## config.mk

```make
export PLATFORM = sky130hd
export DESIGN_NAME = sprite_animator
export DESIGN_NICKNAME = d
export VERILOG_FILES = /design/src/rtl/sprite_animator.sv
export SDC_FILE = /design/constraint.sdc
export NUM_CORES = 1
export LEC_CHECK = 0
export ABC_AREA = 0
export ABC_CLOCK_PERIOD_IN_PS = 10800
export BUFFER_PORTS_ARGS = -buffer_cell sky130_fd_sc_hd__clkbuf_2
export CAP_MARGIN = 5
export CORE_MARGIN = 5
export CORE_UTILIZATION = 56
export DETAILED_ROUTE_END_ITERATION = 12
export PLACE_DENSITY_LB_ADDON = 0.3
export SLEW_MARGIN = 20
export SYNTH_ARGS = -nofsm -noshare
export SYNTH_HDL_FRONTEND = slang
export SYNTH_SLANG_ARGS = --single-unit
```

## constraint.sdc

```tcl
create_clock -name vga_clk -period 10.8 [get_ports vga_clk]
set_input_delay 3.24 -clock vga_clk [delete_from_list [all_inputs] [get_ports vga_clk]]
set_output_delay 3.24 -clock vga_clk [all_outputs]
set_load 0.01 [all_outputs]
```

## src/rtl/sprite_animator.sv

```systemverilog
// ============================================================================
//  Module   : sprite_animator
//  Purpose  : Parametrised animated sprite renderer with a fixed 3-cycle
//             ROM pipeline and transparency-aware hit output.
//  Option   : SPRITE_MIRROR_EN - adds facing register and left-facing X mirror
//  Revision : 1.0 - initial release
// ============================================================================
`default_nettype none

module sprite_animator #(
  parameter int SPRITE_W        = 26,
  parameter int SPRITE_H        = 26,
  parameter int NUM_FRAMES      = 3,
  parameter int FRAME_TICKS     = 4,
  parameter int ANCHOR_X        = 15,
  parameter int ANCHOR_Y        = 13,
  parameter int IDX_W           = 6,
  parameter int TRANSPARENT_IDX = 0,
  parameter int ADDR_W          = $clog2(SPRITE_W*NUM_FRAMES*SPRITE_H)
) (
  input  logic              vga_clk,
  input  logic              reset_n,
  input  logic [9:0]        DrawX,
  input  logic [9:0]        DrawY,
  input  logic [9:0]        BallX,
  input  logic [9:0]        BallY,
  input  logic              blank,
  input  logic              left_moving,
  input  logic              right_moving,
  input  logic              frame_tick,
  output logic [ADDR_W-1:0] rom_addr,
  input  logic [IDX_W-1:0]  rom_q,
  output logic              sprite_hit,
  output logic [IDX_W-1:0]  sprite_index
);

  localparam int c_FRAME_W    = (NUM_FRAMES  > 1) ? $clog2(NUM_FRAMES)  : 1;
  localparam int c_TICK_W     = (FRAME_TICKS > 1) ? $clog2(FRAME_TICKS) : 1;
  localparam int c_ROW_STRIDE = SPRITE_W * NUM_FRAMES;

  logic [9:0]           r_pos_x;
  logic [9:0]           r_pos_y;
  logic [c_FRAME_W-1:0] r_frame;
  logic [c_TICK_W-1:0]  r_tick_cnt;

  logic [ADDR_W-1:0]    r_rom_addr;
  logic                 r_inbox_d1;
  logic                 r_blank_d1;
  logic                 r_inbox_d2;
  logic                 r_blank_d2;
  logic                 r_hit;
  logic [IDX_W-1:0]     r_index;

  logic                 w_moving;
  logic [10:0]          w_rx;
  logic [10:0]          w_ry;
  logic                 w_inbox;
  logic [9:0]           w_xm;
  logic [ADDR_W-1:0]    w_addr;
  logic                 w_opaque;

  assign w_moving = left_moving ^ right_moving;

  // Position and animation state only change on the per-video-frame tick
  always_ff @(posedge vga_clk or negedge reset_n) begin
    if (!reset_n) begin
      r_pos_x    <= '0;
      r_pos_y    <= '0;
      r_frame    <= '0;
      r_tick_cnt <= '0;
    end else if (frame_tick) begin
      r_pos_x <= BallX;
      r_pos_y <= BallY;
      if (w_moving) begin
        if (r_tick_cnt == c_TICK_W'(FRAME_TICKS-1)) begin
          r_tick_cnt <= '0;
          r_frame    <= (r_frame == c_FRAME_W'(NUM_FRAMES-1)) ? '0 : r_frame + 1'b1;
        end else begin
          r_tick_cnt <= r_tick_cnt + 1'b1;
        end
      end else begin
        r_frame    <= '0;
        r_tick_cnt <= '0;
      end
    end
  end

  // 11-bit arithmetic lets a sprite hang off the left/top edge of the screen
  assign w_rx    = 11'(DrawX) - 11'(r_pos_x) + 11'(ANCHOR_X);
  assign w_ry    = 11'(DrawY) - 11'(r_pos_y) + 11'(ANCHOR_Y);
  assign w_inbox = !w_rx[10] && (w_rx[9:0] < 10'(SPRITE_W)) &&
                   !w_ry[10] && (w_ry[9:0] < 10'(SPRITE_H));

`ifdef SPRITE_MIRROR_EN
  typedef enum logic {
    FACE_RIGHT = 1'b0,
    FACE_LEFT  = 1'b1
  } facing_t;

  facing_t r_facing;

  always_ff @(posedge vga_clk or negedge reset_n) begin
    if (!reset_n) begin
      r_facing <= FACE_RIGHT;
    end else if (frame_tick && w_moving) begin
      r_facing <= left_moving ? FACE_LEFT : FACE_RIGHT;
    end
  end

  assign w_xm = (r_facing == FACE_LEFT) ? (10'(SPRITE_W-1) - w_rx[9:0]) : w_rx[9:0];
`else
  assign w_xm = w_rx[9:0];
`endif

  assign w_addr = ADDR_W'(w_ry[9:0]) * ADDR_W'(c_ROW_STRIDE)
                + ADDR_W'(r_frame)   * ADDR_W'(SPRITE_W)
                + ADDR_W'(w_xm);

  assign w_opaque = (rom_q != IDX_W'(TRANSPARENT_IDX));

  // inbox/blank ride two stages so they line up with the ROM data
  always_ff @(posedge vga_clk or negedge reset_n) begin
    if (!reset_n) begin
      r_rom_addr <= '0;
      r_inbox_d1 <= 1'b0;
      r_blank_d1 <= 1'b0;
      r_inbox_d2 <= 1'b0;
      r_blank_d2 <= 1'b0;
      r_hit      <= 1'b0;
      r_index    <= '0;
    end else begin
      r_rom_addr <= w_inbox ? w_addr : '0;
      r_inbox_d1 <= w_inbox;
      r_blank_d1 <= blank;
      r_inbox_d2 <= r_inbox_d1;
      r_blank_d2 <= r_blank_d1;
      r_hit      <= r_inbox_d2 & r_blank_d2 & w_opaque;
      r_index    <= (r_inbox_d2 & r_blank_d2 & w_opaque) ? rom_q : '0;
    end
  end

  assign rom_addr     = r_rom_addr;
  assign sprite_hit   = r_hit;
  assign sprite_index = r_index;

endmodule

`default_nettype wire

```

; After elaboration in Yosys (flattened, before gate mapping)
; Cells that the tools add are included.
[classes]
addsub = 8
n_mul = 2
n_lt_le_gt_ge = 2
eq_ne = 3
mux = 7
n_bitwise = 3
reduce_logical = 7
[op_table]
columns = cell, count
row1 = "11-bit by 4-bit adder with 11-bit output, second input constant", 2
row2 = 10-bit by 10-bit subtractor with 11-bit output, 2
row3 = "10-bit by 5-bit less-than comparator with 1-bit output, second input constant", 2
row4 = 11-bit by 10-bit adder with 11-bit output, 1
row5 = 11-bit by 7-bit adder with 11-bit output, 1
row6 = 11-bit 2-to-1 mux, 1
row7 = "10-bit by 6-bit multiplier with 10-bit output, second input constant", 1
row8 = 2-bit 2-to-1 mux, 5
row9 = "2-bit by 4-bit multiplier with 6-bit output, second input constant", 1
row10 = 6-bit 2-to-1 mux, 1
row11 = 6-bit nonzero test, 1
row12 = "2-bit by 1-bit adder with 2-bit output, second input constant", 2
row13 = "2-bit equality test, second input constant", 2
row14 = 1-bit logical AND, 3
row15 = 1-bit AND, 2
row16 = 1-bit logical NOT, 2
row17 = "2-bit by 1-bit inequality test with 1-bit output, second input constant", 1
row18 = 2-bit AND reduction, 1
row19 = 1-bit bitwise XOR, 1
[word_totals]
regBits = 46
in_bits = 52
out_inout_bits = 18

; Longest topological paths before layout
[logic_depth]
word_depth = 7
ltp_mapped = 28
ltp_nobuf = 28

; Worst setup path before layout
; No wires, ideal clock.
[synth_timing]
kind = input to register
start = input port DrawY[2]
end = register r_rom_addr[10], in the netlist rom_addr[10]
arrival_ps = 8167
setup_slack_ps = 2514
path_stages = 25
path_cell_list = inv_1 > ha_1 > inv_1 > ha_1 > a211oi_2 > nor2_1 > a21o_1 > a21oi_1 > xnor2_1 > fa_1 > ha_1 > fa_1 > ha_1 > inv_1 > o21bai_1 > a21oi_1 > xnor2_1 > ha_1 > xor2_1 > xnor2_1 > xnor3_1 > xor2_1 > xnor2_1 > xnor2_1 > and2_1
[synth_via]
elab_chain_cells = 6
word_cells_on_any_way = 10
cone_classes = add/sub (4) / mul (1) / order compare (1) / mux (1) / reduce/logical (3)
[synth_lines]
columns = element, line_no
row1 = start: declaration, 24  ; input logic [9:0] DrawY,
row2 = 10-bit by 10-bit subtractor with 11-bit output *, 90  ; assign w_ry = 11'(DrawY) - 11'(r_pos_y) + 11'(ANCHOR_Y);
row3 = 11-bit by 4-bit adder with 11-bit output *, 90
row4 = 10-bit by 6-bit multiplier with 10-bit output or 1-bit logical NOT (tied branches), "115, 92"
row5 = 11-bit by 7-bit adder with 11-bit output or 1-bit logical AND (tied branches), "116, 91"
row6 = 11-bit by 10-bit adder with 11-bit output or 1-bit logical AND (tied branches), "117, 92"
row7 = 11-bit 2-to-1 mux *, 132  ; r_rom_addr <= w_inbox ? w_addr : '0;
row8 = end signal: assignment, 132
row9 = end: declaration, 46  ; logic [ADDR_W-1:0] r_rom_addr;
; Every way passes the cells marked *; elsewhere a longest branch is shown, timed or not.
; A chain may end at the register's enable or synchronous reset.

; Worst setup path in the final report
[layout_timing]
start = input port DrawY[1]
end = register r_rom_addr[10], in the netlist rom_addr[10]
; Same word-level chain as after synthesis.

==> reports/metrics.cfg <==
[worst_setup_path]
worst_setup_path_end_kind=flop
arrival_ps=8650
crit_required_ps=11000
worstSetupStartpointType=primary input
r2r_start=r_pos_y[1]
critical_path.startpoint=DrawY[1]
critical_path_class=primary input to flop
r2r_end=rom_addr[10]
rr_worst_depth=24
ff2ff_setup_slack_ps=5010
cp_max_fo=6

[finish]
layout_common_cells=ha_1, clkbuf_2, inv_1
antenna_cells=0
fillers=609
final_nets=625
area_growth_pct=13.7
mostFrequentLayoutCell=ha_1
design_area_um2=4580
drive_above_1_share=0.185

[clocking]
clock_tree.root_cell=clkbuf_8
cts_hold_buf=0
cts_resized=0
cts_buffers=5
cts_sinks=46
cts_htree_levels=2
clock_latency_ps=300
cts.clk_slew.worst_paths_ps=90
post_cts_buffers=0
clockBufferDepth=2
cts_tree=built

[floorplan]
die_x_um=94.8
die_area_um2=9000
start_util=0.565
fp.dieH_um=94.8
num_io_pins=70
fp.coreArea_um2=7140
rows=31

[routing]
via_per_inst=5.22
drt-total-wl_um=7760
via_count=3027
drc=0
ant_nets=0
firstDrtPassIters=4
drt_iter0_drc=143
post_drt_wl_per_cell_um=13.4

[synth]
yosys_warnings=0
synth_top_flop_cell=dfrtp_1
syn-instance-count=409
yosysUniqueCellTypes=52
netlist_area_um2=4030
ys_seq_elements=46
synthArstFlopShare=1.00
syn-num-nets=554
syn_avg_cell_area_um2=9.86
seq_area_frac_synth=0.286
synth_edf_count=0

[placed_design]
dp_worst_setup_slack_ps=2070
routabilityCongestion=0.903
detailed_place.area_um2=4490
io_buffers=69
dp_hpwl_um=6370

[worst_hold_path]
min_to=r_inbox_d2
hp-class=flop to flop
holdPathStages=0
min_from=r_inbox_d1

[timing]
finClkSkew_ps=4.45
rsz0062_at_grt=no
final_hold_viol_count=0
max_freq_mhz=118
setup_viol=0
setup_ws_ps=2350
fin_crit_ps=8450
drv_slew=0
maxSlewHeadroom=0.547
whs_ps=361
setup_tns_ps=0
final.period_utilization=0.782
worst_pin_slew_ps=675

[grt]
grt_pass1_wl_um=13600
grt_max_degree=47
grt-ovfl-total=0
grt_pass1_vias=3101
antenna_found_initial=0
track_usage=0.189

[status]
outcome=finished, final reports clean

[job]
maxCapViolations=0

layer usage:
metal / GRT usage / vias to the layer above / part of all wire
li1: - / 1536 / -
met1: 0.248 / 1423 / 0.46
met2: 0.327 / 64 / 0.49
met3: 0.0319 / 4 / 0.044
met4: 0.0409 / 0 / 0.0057
met5: 0 / - / 0
registers in the layout (all words and copies together) (netlist names):
| name | count |
|---|---|
| r_inbox_d1 | 1 |
| r_inbox_d2 | 1 |
| r_pos_x | 10 |
| r_blank_d1 | 1 |
| sprite_hit | 1 |
| r_pos_y | 10 |
| sprite_index | 6 |
| r_frame | 2 |
| r_tick_cnt | 2 |
| r_blank_d2 | 1 |
| rom_addr | 11 |
final cells by class:
| type | instances | area, um^2 | area share |
|---|---|---|---|
| Clock buffer | 5 | 68.8 | 0.0150 |
| Clock inverter | 3 | 23.8 | 0.00519 |
| Inverter | 60 | 225 | 0.0492 |
| Multi-Input combinational cell | 297 | 2640 | 0.575 |
| Sequential cell | 46 | 1150 | 0.251 |
| Tap cell | 99 | 124 | 0.0270 |
| Timing Repair Buffer | 70 | 353 | 0.0770 |
stage by stage:
stage          std cells   util
4_1_cts              580  0.642
6_report             580  0.642
2_1_floorplan        409      -
3_5_place_dp         572  0.629
3_3_place_gp         572  0.628
5_1_grt              580  0.642
critical path: stages:
cell      delay [ps]
clkbuf_2          70
inv_1             30
ha_1             280
inv_1             60
ha_1             180
inv_1             60
fa_1             410
nor2b_1          160
o21ai_0           90
a21oi_1          520
fa_1             550
ha_1             310
fa_1             480
ha_1             350
inv_1             80
o21bai_1          70
a21oi_1          170
xnor2_1          140
ha_1             170
xor2_1           170
xnor2_1          150
xnor3_1          250
xor2_1           190
xnor2_1          150
xnor2_1          130
and2_1           170
cell usage after synthesis, types with 2 or more instances:
| cell type | count | area share |
|---|---|---|
| o21a_1 | 6 | 0.011 |
| and3_1 | 8 | 0.012 |
| nor3_1 | 5 | 0.0062 |
| mux2_2 | 4 | 0.011 |
| nand2_1 | 20 | 0.019 |
| xnor2_1 | 15 | 0.033 |
| nand3_1 | 2 | 0.0025 |
| a211oi_1 | 6 | 0.011 |
| o21ai_0 | 31 | 0.038 |
| inv_1 | 60 | 0.056 |
| nor2_1 | 16 | 0.015 |
| nand2b_1 | 3 | 0.0047 |
| or4_1 | 2 | 0.0037 |
| xor2_1 | 11 | 0.024 |
| fa_1 | 18 | 0.089 |
| dfrtp_1 | 46 | 0.29 |
| a21oi_1 | 18 | 0.022 |
| o21bai_1 | 4 | 0.0074 |
| and2_1 | 13 | 0.020 |
| a32o_1 | 2 | 0.0050 |
| a22o_1 | 2 | 0.0043 |
| ha_1 | 75 | 0.23 |
| clkbuf_1 | 4 | 0.0037 |
| a21o_1 | 5 | 0.0093 |
| nor2b_1 | 6 | 0.0093 |
cell families (layout without fill, tap and decap cells):
family,after synthesis,in the layout,share of synthesized area
flip-flops,46,46,0.286
XOR/XNOR,27,27,0.0621
AND/OR/NAND/NOR,86,86,0.117
AO/OA/AOI/OAI,86,86,0.137
adder cells (fa/ha/maj),93,93,0.322
buffers and inverters,66,138,0.0627
multiplexers,5,5,0.0137
worst max path at each step:
stage | end | slack, ps | depth (start not counted)
floorplan | rom_addr[10] | 2510 | 25
global placement | rom_addr[10] | 2240 | 26
detailed placement | rom_addr[10] | 2070 | 26
CTS | rom_addr[10] | 2360 | 26
global route | rom_addr[10] | 2000 | 26
finish | rom_addr[10] | 2350 | 26
Power is not shown: default switching activity piles up to over one toggle a cycle in this logic, so the estimate is an artifact.
